$ cat src/rtl/tri_raster_ctrl_pkg.sv
// Shared types and helpers for the triangle raster sequencer.
package tri_pkg;

    // Coordinate width (two's complement) and hit counter width.
    localparam int unsigned W  = 12;
    localparam int unsigned CW = 2 * W + 1;

    typedef enum logic [2:0] {
        IDLE,
        SETUP,
        E0,
        E1,
        E2,
        OUT,
        DONE
    } state_t;

    typedef struct packed {
        logic signed [W-1:0] x;
        logic signed [W-1:0] y;
    } point_t;

    function automatic logic signed [W-1:0] smin3(input logic signed [W-1:0] a,
                                                  input logic signed [W-1:0] b,
                                                  input logic signed [W-1:0] c);
        logic signed [W-1:0] m;
        m = (a < b) ? a : b;
        return (c < m) ? c : m;
    endfunction

    function automatic logic signed [W-1:0] smax3(input logic signed [W-1:0] a,
                                                  input logic signed [W-1:0] b,
                                                  input logic signed [W-1:0] c);
        logic signed [W-1:0] m;
        m = (a > b) ? a : b;
        return (c > m) ? c : m;
    endfunction

endpackage

$ cat src/rtl/tri_raster_ctrl_if.sv
// Triangle input, point output and status bundle of the raster sequencer.
interface tri_raster_ctrl_if;
    import tri_pkg::*;

    logic          tri_valid;
    logic          tri_ready;
    logic [W-1:0]  p1x;
    logic [W-1:0]  p1y;
    logic [W-1:0]  p2x;
    logic [W-1:0]  p2y;
    logic [W-1:0]  p3x;
    logic [W-1:0]  p3y;
    logic          abort;
    logic          out_valid;
    logic          out_ready;
    logic [W-1:0]  out_x;
    logic [W-1:0]  out_y;
    logic          busy;
    logic          done;
    logic [CW-1:0] hit_cnt;

    // Triangle source / pixel consumer side.
    modport master (
        output tri_valid, p1x, p1y, p2x, p2y, p3x, p3y, abort, out_ready,
        input  tri_ready, out_valid, out_x, out_y, busy, done, hit_cnt
    );

    // Sequencer side.
    modport slave (
        input  tri_valid, p1x, p1y, p2x, p2y, p3x, p3y, abort, out_ready,
        output tri_ready, out_valid, out_x, out_y, busy, done, hit_cnt
    );

endinterface

$ cat src/rtl/tri_raster_ctrl_edge_sign.sv
// Combinational edge-sign test shared by all three triangle edges.
module edge_sign
    import tri_pkg::*;
(
    input  point_t i_pt,
    input  point_t i_p,
    input  point_t i_q,
    output logic   o_sign
);

    logic signed [W-1:0]   w_a1;
    logic signed [W-1:0]   w_a2;
    logic signed [W-1:0]   w_a3;
    logic signed [W-1:0]   w_a4;
    logic signed [2*W-1:0] w_m1;
    logic signed [2*W-1:0] w_m2;

    // Differences wrap at W bits; products are full 2W-bit signed.
    assign w_a1 = i_pt.x - i_q.x;
    assign w_a2 = i_p.y  - i_q.y;
    assign w_a3 = i_p.x  - i_q.x;
    assign w_a4 = i_pt.y - i_q.y;

    assign w_m1 = (2*W)'(w_a1) * (2*W)'(w_a2);
    assign w_m2 = (2*W)'(w_a3) * (2*W)'(w_a4);

    assign o_sign = (w_m1 < w_m2);

endmodule

$ cat src/rtl/tri_raster_ctrl.sv
// Triangle raster sequencer: scans the bounding box row-major, tests each point
// against the three edges with one shared edge-sign unit, streams contained points.
module tri_raster_ctrl
    import tri_pkg::*;
(
    input  logic           clk,
    input  logic           rst_n,
    tri_raster_ctrl_if.slave bus
);

    localparam logic signed [W-1:0] One = W'(1);

    state_t              r_state;
    point_t              r_v1;
    point_t              r_v2;
    point_t              r_v3;
    point_t              r_cur;
    point_t              r_out;
    logic signed [W-1:0] r_xmin;
    logic signed [W-1:0] r_xmax;
    logic signed [W-1:0] r_ymin;
    logic signed [W-1:0] r_ymax;
    logic                r_s0;
    logic                r_s1;
    logic                r_out_valid;
    logic                r_done;
    logic [CW-1:0]       r_hit_cnt;

    point_t              w_p;
    point_t              w_q;
    logic                w_sign;
    logic                w_hit;
    logic                w_last;
    point_t              w_next;
    logic signed [W-1:0] w_xmin;
    logic signed [W-1:0] w_xmax;
    logic signed [W-1:0] w_ymin;
    logic signed [W-1:0] w_ymax;

    // Select the vertex pair for the edge evaluated in the current state.
    always_comb begin
        w_p = r_v1;
        w_q = r_v2;
        unique case (r_state)
            E1: begin
                w_p = r_v2;
                w_q = r_v3;
            end
            E2: begin
                w_p = r_v3;
                w_q = r_v1;
            end
            default: begin
                w_p = r_v1;
                w_q = r_v2;
            end
        endcase
    end

    edge_sign u_edge_sign (
        .i_pt   (r_cur),
        .i_p    (w_p),
        .i_q    (w_q),
        .o_sign (w_sign)
    );

    // Bounding box from the latched vertices, signed compare.
    always_comb begin
        w_xmin = smin3(r_v1.x, r_v2.x, r_v3.x);
        w_xmax = smax3(r_v1.x, r_v2.x, r_v3.x);
        w_ymin = smin3(r_v1.y, r_v2.y, r_v3.y);
        w_ymax = smax3(r_v1.y, r_v2.y, r_v3.y);
    end

    // Containment decision and row-major advance of the scan position.
    always_comb begin
        w_hit  = (r_s0 == r_s1) && (r_s1 == w_sign);
        w_last = (r_cur.x == r_xmax) && (r_cur.y == r_ymax);
        w_next = r_cur;
        if (r_cur.x == r_xmax) begin
            w_next.x = r_xmin;
            w_next.y = r_cur.y + One;
        end else begin
            w_next.x = r_cur.x + One;
        end
    end

    // Sequencer FSM with scan counters, bbox, sign registers and registered outputs.
    always_ff @(posedge clk or negedge rst_n) begin
        if (!rst_n) begin
            r_state     <= IDLE;
            r_v1        <= '0;
            r_v2        <= '0;
            r_v3        <= '0;
            r_cur       <= '0;
            r_out       <= '0;
            r_xmin      <= '0;
            r_xmax      <= '0;
            r_ymin      <= '0;
            r_ymax      <= '0;
            r_s0        <= 1'b0;
            r_s1        <= 1'b0;
            r_out_valid <= 1'b0;
            r_done      <= 1'b0;
            r_hit_cnt   <= '0;
        end else begin
            r_done <= 1'b0;
            if (bus.abort && (r_state != IDLE)) begin
                // Cancel: no done pulse, hit count keeps its value.
                r_state     <= IDLE;
                r_out_valid <= 1'b0;
            end else begin
                unique case (r_state)
                    IDLE: begin
                        if (bus.tri_valid) begin
                            r_v1      <= '{x: bus.p1x, y: bus.p1y};
                            r_v2      <= '{x: bus.p2x, y: bus.p2y};
                            r_v3      <= '{x: bus.p3x, y: bus.p3y};
                            r_hit_cnt <= '0;
                            r_state   <= SETUP;
                        end
                    end
                    SETUP: begin
                        r_xmin  <= w_xmin;
                        r_xmax  <= w_xmax;
                        r_ymin  <= w_ymin;
                        r_ymax  <= w_ymax;
                        r_cur   <= '{x: w_xmin, y: w_ymin};
                        r_state <= E0;
                    end
                    E0: begin
                        r_s0    <= w_sign;
                        r_state <= E1;
                    end
                    E1: begin
                        r_s1    <= w_sign;
                        r_state <= E2;
                    end
                    E2: begin
                        if (w_hit) begin
                            r_out       <= r_cur;
                            r_out_valid <= 1'b1;
                            r_state     <= OUT;
                        end else if (w_last) begin
                            r_state <= DONE;
                        end else begin
                            r_cur   <= w_next;
                            r_state <= E0;
                        end
                    end
                    OUT: begin
                        if (bus.out_ready) begin
                            r_out_valid <= 1'b0;
                            r_hit_cnt   <= r_hit_cnt + CW'(1);
                            if (w_last) begin
                                r_state <= DONE;
                            end else begin
                                r_cur   <= w_next;
                                r_state <= E0;
                            end
                        end
                    end
                    DONE: begin
                        // The pulse lands in the cycle after DONE, alongside tri_ready.
                        r_done  <= 1'b1;
                        r_state <= IDLE;
                    end
                    default: begin
                        r_state <= IDLE;
                    end
                endcase
            end
        end
    end

    assign bus.tri_ready = (r_state == IDLE);
    assign bus.busy      = (r_state != IDLE);
    assign bus.out_valid = r_out_valid;
    assign bus.out_x     = r_out.x;
    assign bus.out_y     = r_out.y;
    assign bus.done      = r_done;
    assign bus.hit_cnt   = r_hit_cnt;

endmodule

$ cat src/flat_wrapper.sv
// flat-port wrapper written by rule: the top's interface ports become plain ports
module tri_raster_ctrl_flat import tri_pkg::*;
  (clk, rst_n, bus_tri_valid, bus_p1x, bus_p1y, bus_p2x, bus_p2y, bus_p3x, bus_p3y, bus_abort, bus_out_ready, bus_tri_ready, bus_out_valid, bus_out_x, bus_out_y, bus_busy, bus_done, bus_hit_cnt);
  tri_raster_ctrl_if bus_i ();
  input  logic clk;
  input  logic rst_n;
  input wire logic [$bits(bus_i.tri_valid)-1:0] bus_tri_valid;
  input wire logic [$bits(bus_i.p1x)-1:0] bus_p1x;
  input wire logic [$bits(bus_i.p1y)-1:0] bus_p1y;
  input wire logic [$bits(bus_i.p2x)-1:0] bus_p2x;
  input wire logic [$bits(bus_i.p2y)-1:0] bus_p2y;
  input wire logic [$bits(bus_i.p3x)-1:0] bus_p3x;
  input wire logic [$bits(bus_i.p3y)-1:0] bus_p3y;
  input wire logic [$bits(bus_i.abort)-1:0] bus_abort;
  input wire logic [$bits(bus_i.out_ready)-1:0] bus_out_ready;
  output wire logic [$bits(bus_i.tri_ready)-1:0] bus_tri_ready;
  output wire logic [$bits(bus_i.out_valid)-1:0] bus_out_valid;
  output wire logic [$bits(bus_i.out_x)-1:0] bus_out_x;
  output wire logic [$bits(bus_i.out_y)-1:0] bus_out_y;
  output wire logic [$bits(bus_i.busy)-1:0] bus_busy;
  output wire logic [$bits(bus_i.done)-1:0] bus_done;
  output wire logic [$bits(bus_i.hit_cnt)-1:0] bus_hit_cnt;
  assign bus_i.tri_valid = bus_tri_valid;
  assign bus_i.p1x = bus_p1x;
  assign bus_i.p1y = bus_p1y;
  assign bus_i.p2x = bus_p2x;
  assign bus_i.p2y = bus_p2y;
  assign bus_i.p3x = bus_p3x;
  assign bus_i.p3y = bus_p3y;
  assign bus_i.abort = bus_abort;
  assign bus_i.out_ready = bus_out_ready;
  assign bus_tri_ready = bus_i.tri_ready;
  assign bus_out_valid = bus_i.out_valid;
  assign bus_out_x = bus_i.out_x;
  assign bus_out_y = bus_i.out_y;
  assign bus_busy = bus_i.busy;
  assign bus_done = bus_i.done;
  assign bus_hit_cnt = bus_i.hit_cnt;
  tri_raster_ctrl u_core (.clk(clk), .rst_n(rst_n), .bus(bus_i));
endmodule
$ cat config.mk
export PLATFORM = sky130hd
export DESIGN_NAME = tri_raster_ctrl_flat
export DESIGN_NICKNAME = d
export VERILOG_FILES = /design/src/rtl/tri_raster_ctrl_pkg.sv /design/src/rtl/tri_raster_ctrl_if.sv /design/src/rtl/tri_raster_ctrl_edge_sign.sv /design/src/rtl/tri_raster_ctrl.sv /design/src/flat_wrapper.sv
export SDC_FILE = /design/constraint.sdc
export NUM_CORES = 1
export LEC_CHECK = 0
export ABC_CLOCK_PERIOD_IN_PS = 11920
export BUFFER_PORTS_ARGS = -buffer_cell sky130_fd_sc_hd__clkbuf_2
export CORE_MARGIN = 5
export CORE_UTILIZATION = 35
export CTS_BUF_LIST = sky130_fd_sc_hd__clkbuf_8 sky130_fd_sc_hd__clkbuf_16
export DETAILED_ROUTE_END_ITERATION = 12
export SLEW_MARGIN = 20
export SYNTH_ARGS = -nofsm -noshare
export SYNTH_HDL_FRONTEND = slang
export SYNTH_SLANG_ARGS = --single-unit
$ cat constraint.sdc
create_clock -name clk -period 11.92 [get_ports clk]
set_input_delay 1.192 -clock clk [delete_from_list [all_inputs] [get_ports clk]]
set_output_delay 1.192 -clock clk [all_outputs]
set_load 0.05 [all_outputs]
; Word-level counts from Yosys, hierarchy flattened
; Index checks and enable logic that the tools add are counted.
[classes]
addsub = 7
n_mul = 2
div = 0
magnitude_cmp = 9
eq_ne = 16
shifts = 0
muxes = 31
bitwise_logic = 1
n_reduce_logical = 17
[op_table]
columns = operator, n
row1 = $mux W12, 10
row2 = $pmux W24 S2, 2
row3 = $mux W24, 3
row4 = $pmux W24 S3, 1
row5 = $mux W25, 2
row6 = $pmux W25 S2, 1
row7 = $gt A12 B12 Y1, 4
row8 = $lt A12 B12 Y1, 4
row9 = $mul A12 B12 Y24, 2
row10 = $sub A12 B12 Y12, 4
row11 = $add A25 B1 Y25 const B, 1
row12 = $add A12 B2 Y12 const B, 2
row13 = $eq A12 B12 Y1, 2
row14 = $lt A24 B24 Y1, 1
row15 = $pmux W3 S6, 1
row16 = $mux W3, 5
row17 = $eq A3 B3 Y1 const B, 3
row18 = $reduce_and A3 Y1, 3
row19 = $reduce_bool A3 Y1, 3
row20 = $reduce_and A2 Y1, 4
row21 = $reduce_and A4 Y1, 2
row22 = $eq A3 B2 Y1 const B, 2
row23 = $ne A2 B2 Y1 const B, 3
row24 = $ne A3 B2 Y1 const B, 2
row25 = other kinds (9), 16
[word_totals]
ff_bits = 188
latch_bits = 0
mem_bits_rw = 0
mem_bits_ro = 0
inputBits = 77
out_inout_bits = 53
elab_cells = 102
mem_count = 0

; Depth between registers and ports, before layout
; Gate-level depths: netlist (run 1).
[depth]
word_depth = 10
depth_mapped = 56
ltp_nobuf = 50

; Hierarchy
; From an unflattened synthesis (run 1), not the netlist that was laid out.
[hier_totals]
cells_unflattened = 2917
area_unflattened_um2 = 25698.4
[modules_own_cells]
columns = module, instances, cells_each, area_per_inst_um2, seq_area_each_um2
row1 = edge_sign, 1, 1616, 13763.2, 0.0
row2 = tri_raster_ctrl, 1, 1301, 11935.2, 4704.5

; Least setup slack after synthesis (run 1)
; OpenSTA, ideal clock, no wires.
[synth_timing]
path_kind = reg-to-reg
startpoint = reg u_core.r_state[0]
endpoint = reg u_core.r_out, in the netlist u_core.bus.out_x[0]
arrival_ns = 11.107
required_time_ns = 11.795
slack_ns = 0.688
path_stages_with_launch = 53
synth_period_minus_slack_ns = 11.232
path_cell_list = dfrtp_1 -> buf_6 -> and3b_1 -> buf_2 -> nor2_1 -> clkbuf_1 -> clkbuf_1 -> nand2_1 -> o221ai_1 -> ha_1 -> fa_1 -> nor2b_1 -> o21ai_0 -> a21boi_0 -> o21ai_0 -> nand2b_1 -> a21o_1 -> a21o_1 -> [17 not listed] -> a41oi_1 -> a21oi_1 -> and4_1 -> a2111oi_0 -> a21oi_1 -> xnor2_1 -> ha_1 -> nand4_1 -> nor2_1 -> o21ai_0 -> a21oi_1 -> or3_1 -> or4_1 -> nand3_1 -> o21ai_1 -> nor3_2 -> buf_2 -> mux2_2
[synth_via]
elab_chain_len = 8
word_cells_on_any_way = 17
[synth_rtl]
columns = element, line_no
row1 = start: declaration, tri_raster_ctrl.sv:13  ; state_t r_state;
row2 = start signal: assignment, tri_raster_ctrl.sv:91  ; r_state <= IDLE;
row3 = start signal: assignment, tri_raster_ctrl.sv:110  ; r_state <= IDLE;
row4 = start signal: assignment, tri_raster_ctrl.sv:120  ; r_state <= SETUP;
row5 = $eq A3 B3 Y1 or $eq A3 B2 Y1 (tied branches), "tri_raster_ctrl.sv:44, tri_raster_ctrl.sv:113"
row6 = $pmux W24 S2, tri_raster_ctrl.sv:44  ; unique case (r_state)
row7 = "$sub A12 B12 Y12, on equally long branches", n/a
row8 = "$mul A12 B12 Y24, on equally long branches", "tri_raster_ctrl_edge_sign.sv:24, tri_raster_ctrl_edge_sign.sv:25"
row9 = $lt A24 B24 Y1, tri_raster_ctrl_edge_sign.sv:27  ; assign o_sign = (w_m1 < w_m2);
row10 = $eq A1 B1 Y1, tri_raster_ctrl.sv:77  ; w_hit = (r_s0 == r_s1) && (r_s1 == w_sign);
row11 = $logic_and A1 B1 Y1, tri_raster_ctrl.sv:77
row12 = $reduce_and A3 Y1 (no line) (*), n/a
row13 = end signal: assignment, tri_raster_ctrl.sv:141  ; r_out <= r_cur;
row14 = end: declaration, tri_raster_ctrl.sv:18  ; point_t r_out;
; Every way passes the cells marked *; elsewhere a longest branch is shown, timed or not.
; A chain may end at the register's enable or synchronous reset.

; Worst setup path in the final report (run 1)
[layout_timing]
startpoint = reg u_core.r_state[1]
endpoint = reg u_core.r_out, in the netlist u_core.bus.out_y[9]
; Same word-level chain as after synthesis.

==> impl_metrics.py, run 1 <==
metrics = {
    "placed_design": {
        "gp_congestion": 0.957,
        "hpwl_um": 58500,
        "io_buffers": 129,
        "placed_area_um2": 27000,
    },
    "min_path": {
        "hold_depth": 2,
        "hold_path_class": "flop to flop",
    },
    "floorplan": {
        "die_x_um": 277,
        "dieArea_um2": 76900,
        "die_h_um": 277,
        "rows": 98,
        "core_um2": 71100,
        "start_util_pct": 35.2,
        "ios": 130,
    },
    "routing": {
        "drc": 0,
        "drt-vias-per-instance": 5.09,
        "first_iter_violations": 1523,
        "firstDrtPassIters": 8,
        "vias": 20208,
        "finalWirelength_um": 72800,
        "wl_per_cell_um": 18.3,
        "ant_nets": 0,
    },
    "clock_tree": {
        "clkTransAtPathRegs_ps": 80,
        "h-tree-depth": 4,
        "clkLatencyLatePin_ps": 470,
        "cts_made_buffers": 17,
        "cts_tree": "done",
        "cts_hold_buf": 0,
        "root_buffer": "clkbuf_16",
        "cts_sinks": 188,
        "cts_buffer_depth": 2,
    },
    "setup_path": {
        "cpMostUsedCell": "fa_1",
        "critPathKind": "flop to flop",
        "setup.worst_path.end": "u_core.bus.out_y[9]$_DFFE_PN0P_",
        "cpPeakStageDelay_ps": 550,
        "crit_family": "adder cells",
        "start_kind": "flop",
        "critPathRequiredTime_ps": 12270,
        "path_buf_inv": 9,
        "r2r_cells": 50,
        "cp_max_fo": 13,
        "cp-end-kind": "flop",
        "r2r_end": "u_core.bus.out_y[9]$_DFFE_PN0P_",
        "cp_slowest_cell": "fa_1",
        "cp.depth": 50,
        "worstReg2RegStart": "u_core.r_state[1]$_DFFE_PN0P_",
        "startpoint": "u_core.r_state[1]$_DFFE_PN0P_",
        "crit_arrival_ps": 11780,
        "r2r_slack_ps": 490,
    },
    "synth": {
        "avgSynthCellArea_um2": 8.68,
        "synth_nets": 3472,
        "ys_types": 76,
        "ys.warnings.count": 0,
        "synth_area_um2": 25000,
        "synthFlopType": "dfrtp_1",
        "synth-edff-count": 0,
        "yosys_register_bits": 188,
        "synthCells": 2880,
        "synth-async-reset-ratio_pct": 100,
        "ys_seq_area_share_pct": 18.8,
    },
    "global_route": {
        "busiest_layer": "met2",
        "met1_usage_pct": 25.5,
        "grt_max_degree": 93,
        "grt_pass1_wl_um": 115000,
        "antenna_found_initial": 0,
        "grt_overflow": 0,
        "grt_pass1_vias": 20552,
        "grt_use_total_pct": 18.5,
        "grtUsageMet2_pct": 31.0,
        "grtUsageMet3_pct": 1.60,
    },
    "timing": {
        "hold_viol_final": 0,
        "slew_headroom_pct": 29.2,
        "max_freq_mhz": 87.5,
        "skew_ps": 20.7,
        "min_period_ps": 11430,
        "worst_pin_slew_ps": 1050,
        "setup_violations": 0,
        "finalCritPeriodShare_pct": 95.9,
        "final_max_slew_viol_count": 0,
    },
    "job": {
        "cap_violations": 0,
    },
    "final_layout": {
        "final_cell_mix": "inv_1, nand2_1, fa_1",
        "final_common_cell": "inv_1",
        "area_growth_pct": 12.3,
        "nets": 3598,
        "drive_gt1_share_pct": 13.0,
        "stdcell_area_um2": 28100,
        "antennaDiodeCount": 0,
    },
    "run_status": {
        "status": "finished, final reports clean",
    },
}
## Yosys cell counts, drive strengths merged, types with 5 or more instances
library cell | number | area, um2
xnor2 | 87 | 769
o31ai | 5 | 37.5
o21a | 26 | 195
a21o | 23 | 173
nand2 | 379 | 1420
inv | 427 | 1600
o22ai | 7 | 43.8
o21bai | 10 | 75.1
o221ai | 21 | 184
o22a | 9 | 78.8
ha | 233 | 2920
and2 | 42 | 263
or2 | 10 | 62.6
a21boi | 6 | 45.0
o211ai | 16 | 120
nand4 | 29 | 181
nor2b | 51 | 319
clkbuf | 105 | 394
a31oi | 11 | 68.8
a221oi | 8 | 76.3
a211oi | 6 | 45.0
mux2 | 66 | 743
nor3 | 29 | 150
fa | 282 | 5650
and3 | 17 | 106
xor2 | 59 | 517
a221o | 6 | 60.1
nand2b | 64 | 408
a21oi | 123 | 616
mux2i | 55 | 551
o21ai | 164 | 821
nor2 | 190 | 713
or3 | 20 | 125
dfrtp | 188 | 4700
buf | 21 | 105
nand3 | 30 | 150
## flip-flops by register name, summed over array words and instances, names as in the netlist, 3 cells and up
| signal | flops |
|---|---|
| u_core.bus.hit_cnt | 25 |
| u_core.r_cur | 24 |
| u_core.r_v1 | 24 |
| u_core.r_v2 | 24 |
| u_core.r_v3 | 24 |
| u_core.bus.out_x | 12 |
| u_core.bus.out_y | 12 |
| u_core.r_xmax | 12 |
| u_core.r_xmin | 12 |
| u_core.r_ymax | 12 |
| u_core.r_state | 3 |
## kinds of logic after synthesis
family | Yosys count | synth area share (%)
and+or+nand+nor | 882 | 16.4
buffers and inverters | 553 | 8.41
adders and majority gates | 517 | 34.3
AOI/OAI and AO/OA | 473 | 11.8
DFF | 188 | 18.8
xor gates and xnor gates | 146 | 5.14
muxes | 121 | 5.17
## area by class of cell
cell class                 count  area (um2)
fill                        7303       43100
sequential                   188        4710
multi-input combinational   2140       18400
tap                          950        1190
inverter                     427        1600
clock buffer                  17         425
clock inverter                15         201
timing repair buffer         232        1490
## routing by layer
metal / wire [um] / share of wire [%] / vias to the layer above
li1: - / - / 9638
met1: 32800 / 45 / 9899
met2: 34300 / 47 / 555
met3: 3050 / 4.2 / 116
met4: 2580 / 3.5 / 0
met5: 0 / 0 / -
## worst min-delay path by stage
stage,start,to,slack [ps]
floorplan,u_core.r_xmin[1]$_DFFE_PN0P_,u_core.r_xmin[1]$_DFFE_PN0P_,440
global placement,u_core.r_xmin[4]$_DFFE_PN0P_,u_core.r_xmin[4]$_DFFE_PN0P_,460
detailed placement,u_core.r_xmin[1]$_DFFE_PN0P_,u_core.r_xmin[1]$_DFFE_PN0P_,470
CTS,u_core.r_xmin[9]$_DFFE_PN0P_,u_core.r_xmin[9]$_DFFE_PN0P_,490
global route,u_core.r_xmin[9]$_DFFE_PN0P_,u_core.r_xmin[9]$_DFFE_PN0P_,500
finish,u_core.r_xmin[1]$_DFFE_PN0P_,u_core.r_xmin[1]$_DFFE_PN0P_,490
## timing repair
item | in CTS | in global routing
setup buffers | 0 | 22
gates resized for setup | 2 | 54
setup endpoints to repair | 40 | 54
pin swaps | 0 | 14
cloned | 0 | 5
## worst min-delay path, cell delays in order (launching register included)
cell	delay [ps]
dfrtp_1	350
nand2_1	40
o21ai_0	60
## stage by stage
| step | setup WS [ps] | hold WS [ps] | util (%) | cells | setup TNS (ps) |
|---|---|---|---|---|---|
| 2_1_floorplan | 688 | 444 | - | 2880 | 0 |
| 3_3_place_gp | -157 | 461 | 37.9 | 3910 | -4210 |
| 3_5_place_dp | -124 | 469 | 37.9 | 3910 | -2940 |
| 4_1_cts | 150 | 490 | 38.8 | 3942 | 0 |
| 5_1_grt | -80.2 | 501 | 39.5 | 3969 | -963 |
| 6_report | 492 | 485 | 39.5 | 3969 | 0 |
Power of run 1 is left out: the tool's default activity adds up to more than one toggle a clock period on the data nets, which glitch-free logic cannot reach.
==> run 2: changes to the inputs <==
Settings changed: MAX_ROUTING_LAYER from default to met4.
==> run 2 against run 1 <==
Against the previous run: clock skew fell by 4.2 ps; highest routed layer unchanged; largest cell class unchanged; critical endpoint unchanged; hold slack is essentially flat; via count fell by 1.0%; count of clock-buffer cells in the layout is the same; critical path type unchanged.
==> impl_metrics.py, run 2 (synthesized netlist as in run 1, its figures left out) <==
metrics = {
    "floorplan": {
        "ios": 130,
        "die_h_um": 277,
        "rows": 98,
        "core_um2": 71100,
        "die_x_um": 277,
        "start_util_pct": 35.2,
        "dieArea_um2": 76900,
    },
    "clock_tree": {
        "root_buffer": "clkbuf_16",
        "cts_made_buffers": 17,
        "clkLatencyLatePin_ps": 460,
        "h-tree-depth": 4,
        "cts_tree": "done",
        "clkTransAtPathRegs_ps": 80,
        "cts_buffer_depth": 2,
        "cts_sinks": 188,
    },
    "timing": {
        "fin_tns_setup_ps": 0,
        "max_freq_mhz": 88.2,
        "skew_ps": 16.5,
        "min_period_ps": 11330,
        "setup_violations": 0,
        "slew_headroom_pct": 29.2,
        "finalCritPeriodShare_pct": 95.1,
        "worst_pin_slew_ps": 1050,
        "holdWs_ps": 485,
        "final_max_slew_viol_count": 0,
        "hold_viol_final": 0,
    },
    "final_layout": {
        "nets": 3578,
        "antennaDiodeCount": 0,
        "register_area_um2": 4710,
        "drive_gt1_share_pct": 12.0,
        "area_growth_pct": 11.4,
        "stdcell_area_um2": 27800,
        "largest_reg_flops": 25,
        "multi_input_area_um2": 18400,
        "final_cell_mix": "inv_1, nand2_1, fa_1",
        "nFillCells": 7261,
        "final_common_cell": "inv_1",
        "fin_cells": 3949,
    },
    "placed_design": {
        "placed_area_um2": 26900,
        "io_buffers": 129,
        "hpwl_um": 57900,
        "gp_congestion": 0.969,
        "dp_cells": 3908,
    },
    "routing": {
        "dr.max_layer_used": "met4",
        "met2WireLength_um": 33000,
        "wl_per_cell_um": 17.9,
        "firstDrtPassIters": 6,
        "wl_met1_um": 32000,
        "dr_wl_met3_um": 3140,
        "first_iter_violations": 1450,
        "drc": 0,
        "drt-vias-per-instance": 5.07,
        "vias": 20004,
        "finalWirelength_um": 70500,
        "ant_nets": 0,
    },
    "job": {
        "cap_violations": 0,
    },
    "run_status": {
        "status": "finished, final reports clean",
    },
    "global_route": {
        "antenna_found_initial": 0,
        "grt_overflow": 0,
        "grt_pass1_vias": 20067,
        "grt_pass1_wl_um": 113000,
        "grt_use_total_pct": 18.6,
        "grt_max_degree": 88,
    },
    "setup_path": {
        "critPathKind": "flop to flop",
        "crit_arrival_ps": 11680,
        "start_kind": "flop",
        "cpPeakStageDelay_ps": 560,
        "cp-end-kind": "flop",
        "cpMostUsedCell": "fa_1",
        "cp_slowest_cell": "fa_1",
        "cp_max_fo": 15,
        "critPathRequiredTime_ps": 12270,
    },
    "min_path": {
        "hold_path_class": "flop to flop",
    },
}
[run 2: cell count changes in the layout (fill, tap and decap cells not counted), sizes merged]
cell,previous run,this run
clkinvlp,2,0
nor2,191,190
clkbuf,147,146
buf,102,84
inv,434,435
bufinv,2,3
[run 2: metrics by stage]
stage / worst slack (ps) / util (%)
after floorplan: 688 / -
after global placement: -30.2 / 37.9
after detailed placement: -118 / 37.9
after CTS: 92.0 / 38.8
after global routing: -21.7 / 39.1
final: 587 / 39.1
[run 2: critical path: cells and delay by family (launching register included)]
| kind | cells | cell delay (ps) |
|---|---|---|
| mux | 1 | 360 |
| xor+xnor | 2 | 420 |
| fa+ha+maj | 8 | 3570 |
| simple gates | 15 | 2730 |
| compound gates | 16 | 2900 |
| buf+inv | 6 | 740 |
| flops | 1 | 480 |
[run 2: path summary, 6_finish.rpt]
check                                                   start                                 end  slack [ps]  cells past startpoint
worst max-delay path            u_core.r_state[1]$_DFFE_PN0P_     u_core.bus.out_y[9]$_DFFE_PN0P_         590                     48
worst min-delay path             u_core.r_xmin[1]$_DFFE_PN0P_        u_core.r_xmin[1]$_DFFE_PN0P_         480                      2
worst max register to register  u_core.r_state[1]$_DFFE_PN0P_     u_core.bus.out_y[9]$_DFFE_PN0P_         590                     48
worst min register to register   u_core.r_xmin[1]$_DFFE_PN0P_        u_core.r_xmin[1]$_DFFE_PN0P_         480                      2
max in group asynchronous                               rst_n        u_core.r_xmin[6]$_DFFE_PN0P_        9140                      3
min in group asynchronous                               rst_n  u_core.bus.hit_cnt[21]$_DFFE_PN0P_         770                      1
[run 2: final cells by class]
class | count | area share, %
multi-input cells | 2139 | 66.1
flip-flops and latches | 188 | 16.9
inverters | 427 | 5.76
repair buffers | 213 | 4.72
well taps | 950 | 4.27
clock buffers | 17 | 1.53
clock inverters | 15 | 0.728
[run 2: repair_timing]
| action | in CTS | in global routing |
|---|---|---|
| setup buffers | 0 | 7 |
| hold buffers | 0 | 0 |
| setup endpoints to repair | 37 | 54 |
| hold endpoints to repair | 0 | 0 |
| pin swaps | 0 | 3 |
| resized for setup | 2 | 32 |
| gates cloned | 0 | 2 |
[run 2: layer usage]
layer  track usage (%)  vias up
met2              30.1      534
met3              1.67      101
met1              25.2     9775
met5                 -        -
li1                  -     9594
met4              5.50        0
Power of run 2 is left out for the same reason.
==> run 3: changes to the inputs <==
Settings changed: ABC_CLOCK_PERIOD_IN_PS 11920 to 12600.
Clock period 11.92 ns to 12.6 ns, I/O delays scaled along.
==> run 3 against run 2 <==
Against the previous run: worst setup slack better by 220 ps; critical path depth unchanged; clock skew rose by 0.65 ps; wire length up 0.66%; critical path type unchanged.
==> impl_metrics.py, run 3 (synthesized netlist as in run 1, its figures left out) <==
metrics = {
    "setup_path": {
        "cpMostUsedCell": "inv_1",
        "cp-end-kind": "flop",
        "r2r_slack_ps": 810,
        "critPathRequiredTime_ps": 12950,
        "r2r_cells": 48,
        "r2r_end": "u_core.bus.out_y[2]$_DFFE_PN0P_",
        "worstReg2RegStart": "u_core.r_state[1]$_DFFE_PN0P_",
        "cp_max_fo": 21,
        "cp_slowest_cell": "fa_1",
        "start_kind": "flop",
        "critPathKind": "flop to flop",
        "path_buf_inv": 8,
        "crit_arrival_ps": 12140,
        "crit_family": "adder cells",
        "cpPeakStageDelay_ps": 570,
    },
    "routing": {
        "vias": 19847,
        "first_iter_violations": 1407,
        "wl_met1_um": 32100,
        "met2WireLength_um": 33600,
        "finalWirelength_um": 71000,
        "drt-vias-per-instance": 5.06,
        "dr_wl_met3_um": 3440,
        "dr.max_layer_used": "met4",
        "wl_per_cell_um": 18.1,
        "firstDrtPassIters": 5,
        "ant_nets": 0,
        "drc": 0,
    },
    "final_layout": {
        "nets": 3554,
        "largest_reg_flops": 25,
        "final_common_cell": "inv_1",
        "drive_gt1_share_pct": 10.9,
        "area_growth_pct": 10.1,
        "final_cell_mix": "inv_1, nand2_1, fa_1",
        "antennaDiodeCount": 0,
        "nFillCells": 7285,
    },
    "clock_tree": {
        "clkLatencyLatePin_ps": 480,
        "cts_sinks": 188,
        "cts_tree": "done",
        "cts_hold_buf": 0,
        "root_buffer": "clkbuf_16",
        "cts_buffer_depth": 2,
        "clkTransAtPathRegs_ps": 80,
        "h-tree-depth": 4,
        "cts_made_buffers": 17,
    },
    "timing": {
        "min_period_ps": 11790,
        "rsz0062_at_grt": "no",
        "max_freq_mhz": 84.8,
        "hold_viol_final": 0,
        "worst_pin_slew_ps": 1110,
        "finalCritPeriodShare_pct": 93.6,
        "final_max_slew_viol_count": 0,
        "setup_violations": 0,
        "fin_tns_setup_ps": 0,
        "slew_headroom_pct": 25.8,
        "skew_ps": 17.1,
    },
    "floorplan": {
        "core_um2": 71100,
        "ios": 130,
        "rows": 98,
        "die_h_um": 277,
        "start_util_pct": 35.2,
        "die_x_um": 277,
        "dieArea_um2": 76900,
    },
    "placed_design": {
        "gp_congestion": 0.946,
        "hpwl_um": 57900,
        "io_buffers": 129,
    },
    "min_path": {
        "hp-start": "u_core.r_xmin[0]$_DFFE_PN0P_",
        "hold_path_class": "flop to flop",
        "hold_depth": 2,
        "holdPathEnd": "u_core.r_xmin[0]$_DFFE_PN0P_",
    },
    "global_route": {
        "grt_use_total_pct": 19.0,
        "grt_overflow": 0,
        "grt_pass1_wl_um": 115000,
        "antenna_found_initial": 0,
        "grt_pass1_vias": 20358,
        "grt_max_degree": 96,
    },
    "run_status": {
        "status": "finished, final reports clean",
    },
    "job": {
        "cap_violations": 0,
    },
}
[run 3: worst max path at each step]
stage,slack (ps),from,cells after the start,end
final,810,u_core.r_state[1]$_DFFE_PN0P_,48,u_core.bus.out_y[2]$_DFFE_PN0P_
after global routing,20,u_core.r_state[0]$_DFFE_PN0P_,51,u_core.r_cur[2]$_DFFE_PN0P_
after CTS,150,u_core.r_state[1]$_DFFE_PN0P_,45,u_core.bus.out_x[9]$_DFFE_PN0P_
after detailed placement,180,u_core.r_state[1]$_DFFE_PN0P_,45,u_core.bus.out_x[9]$_DFFE_PN0P_
after global placement,230,u_core.r_state[1]$_DFFE_PN0P_,45,u_core.bus.out_x[8]$_DFFE_PN0P_
after floorplan,1370,u_core.r_state[0]$_DFFE_PN0P_,52,u_core.bus.out_x[0]$_DFFE_PN0P_
[run 3: layout make-up]
class | instances | area [um2] | share of cell area, %
multi-input cells | 2139 | 18300 | 66.4
flip-flops and latches | 188 | 4700 | 17.1
inverters | 427 | 1600 | 5.82
well taps | 950 | 1190 | 4.32
repair buffers | 189 | 1130 | 4.11
clock buffers | 17 | 425 | 1.55
clock inverters | 15 | 191 | 0.696
[run 3: worst reg2reg max path, delay by kind of cell, from the launching register on]
family | cells | cell delay, ps
flops | 1 | 490
buf+inv | 8 | 1170
compound gates | 16 | 3060
fa+ha+maj | 8 | 3630
mux | 1 | 360
xor+xnor | 2 | 290
simple gates | 13 | 2660
[run 3: per-layer routing]
layer / vias up / track usage (%)
li1: 9528 / -
met1: 9679 / 25.8
met3: 97 / 1.93
met5: - / -
met4: 0 / 5.05
met2: 543 / 30.9
[run 3: metrics by stage]
stage	instances	util [%]	instance area [um2]	setup WS [ps]	hold slack, ps
floorplan	2880	-	25000	1370	444
global placement	3892	37.7	26800	229	463
detailed placement	3892	37.7	26800	181	471
CTS	3924	38.6	27500	148	490
global route	3925	38.7	27500	16.4	510
finish	3925	38.7	27500	810	488
[run 3: repair_timing]
action,4_1_cts,5_1_grt
gates resized for setup,0,8
setup buffers,0,1
setup endpoints to repair,0,52
Power of run 3 is left out for the same reason.
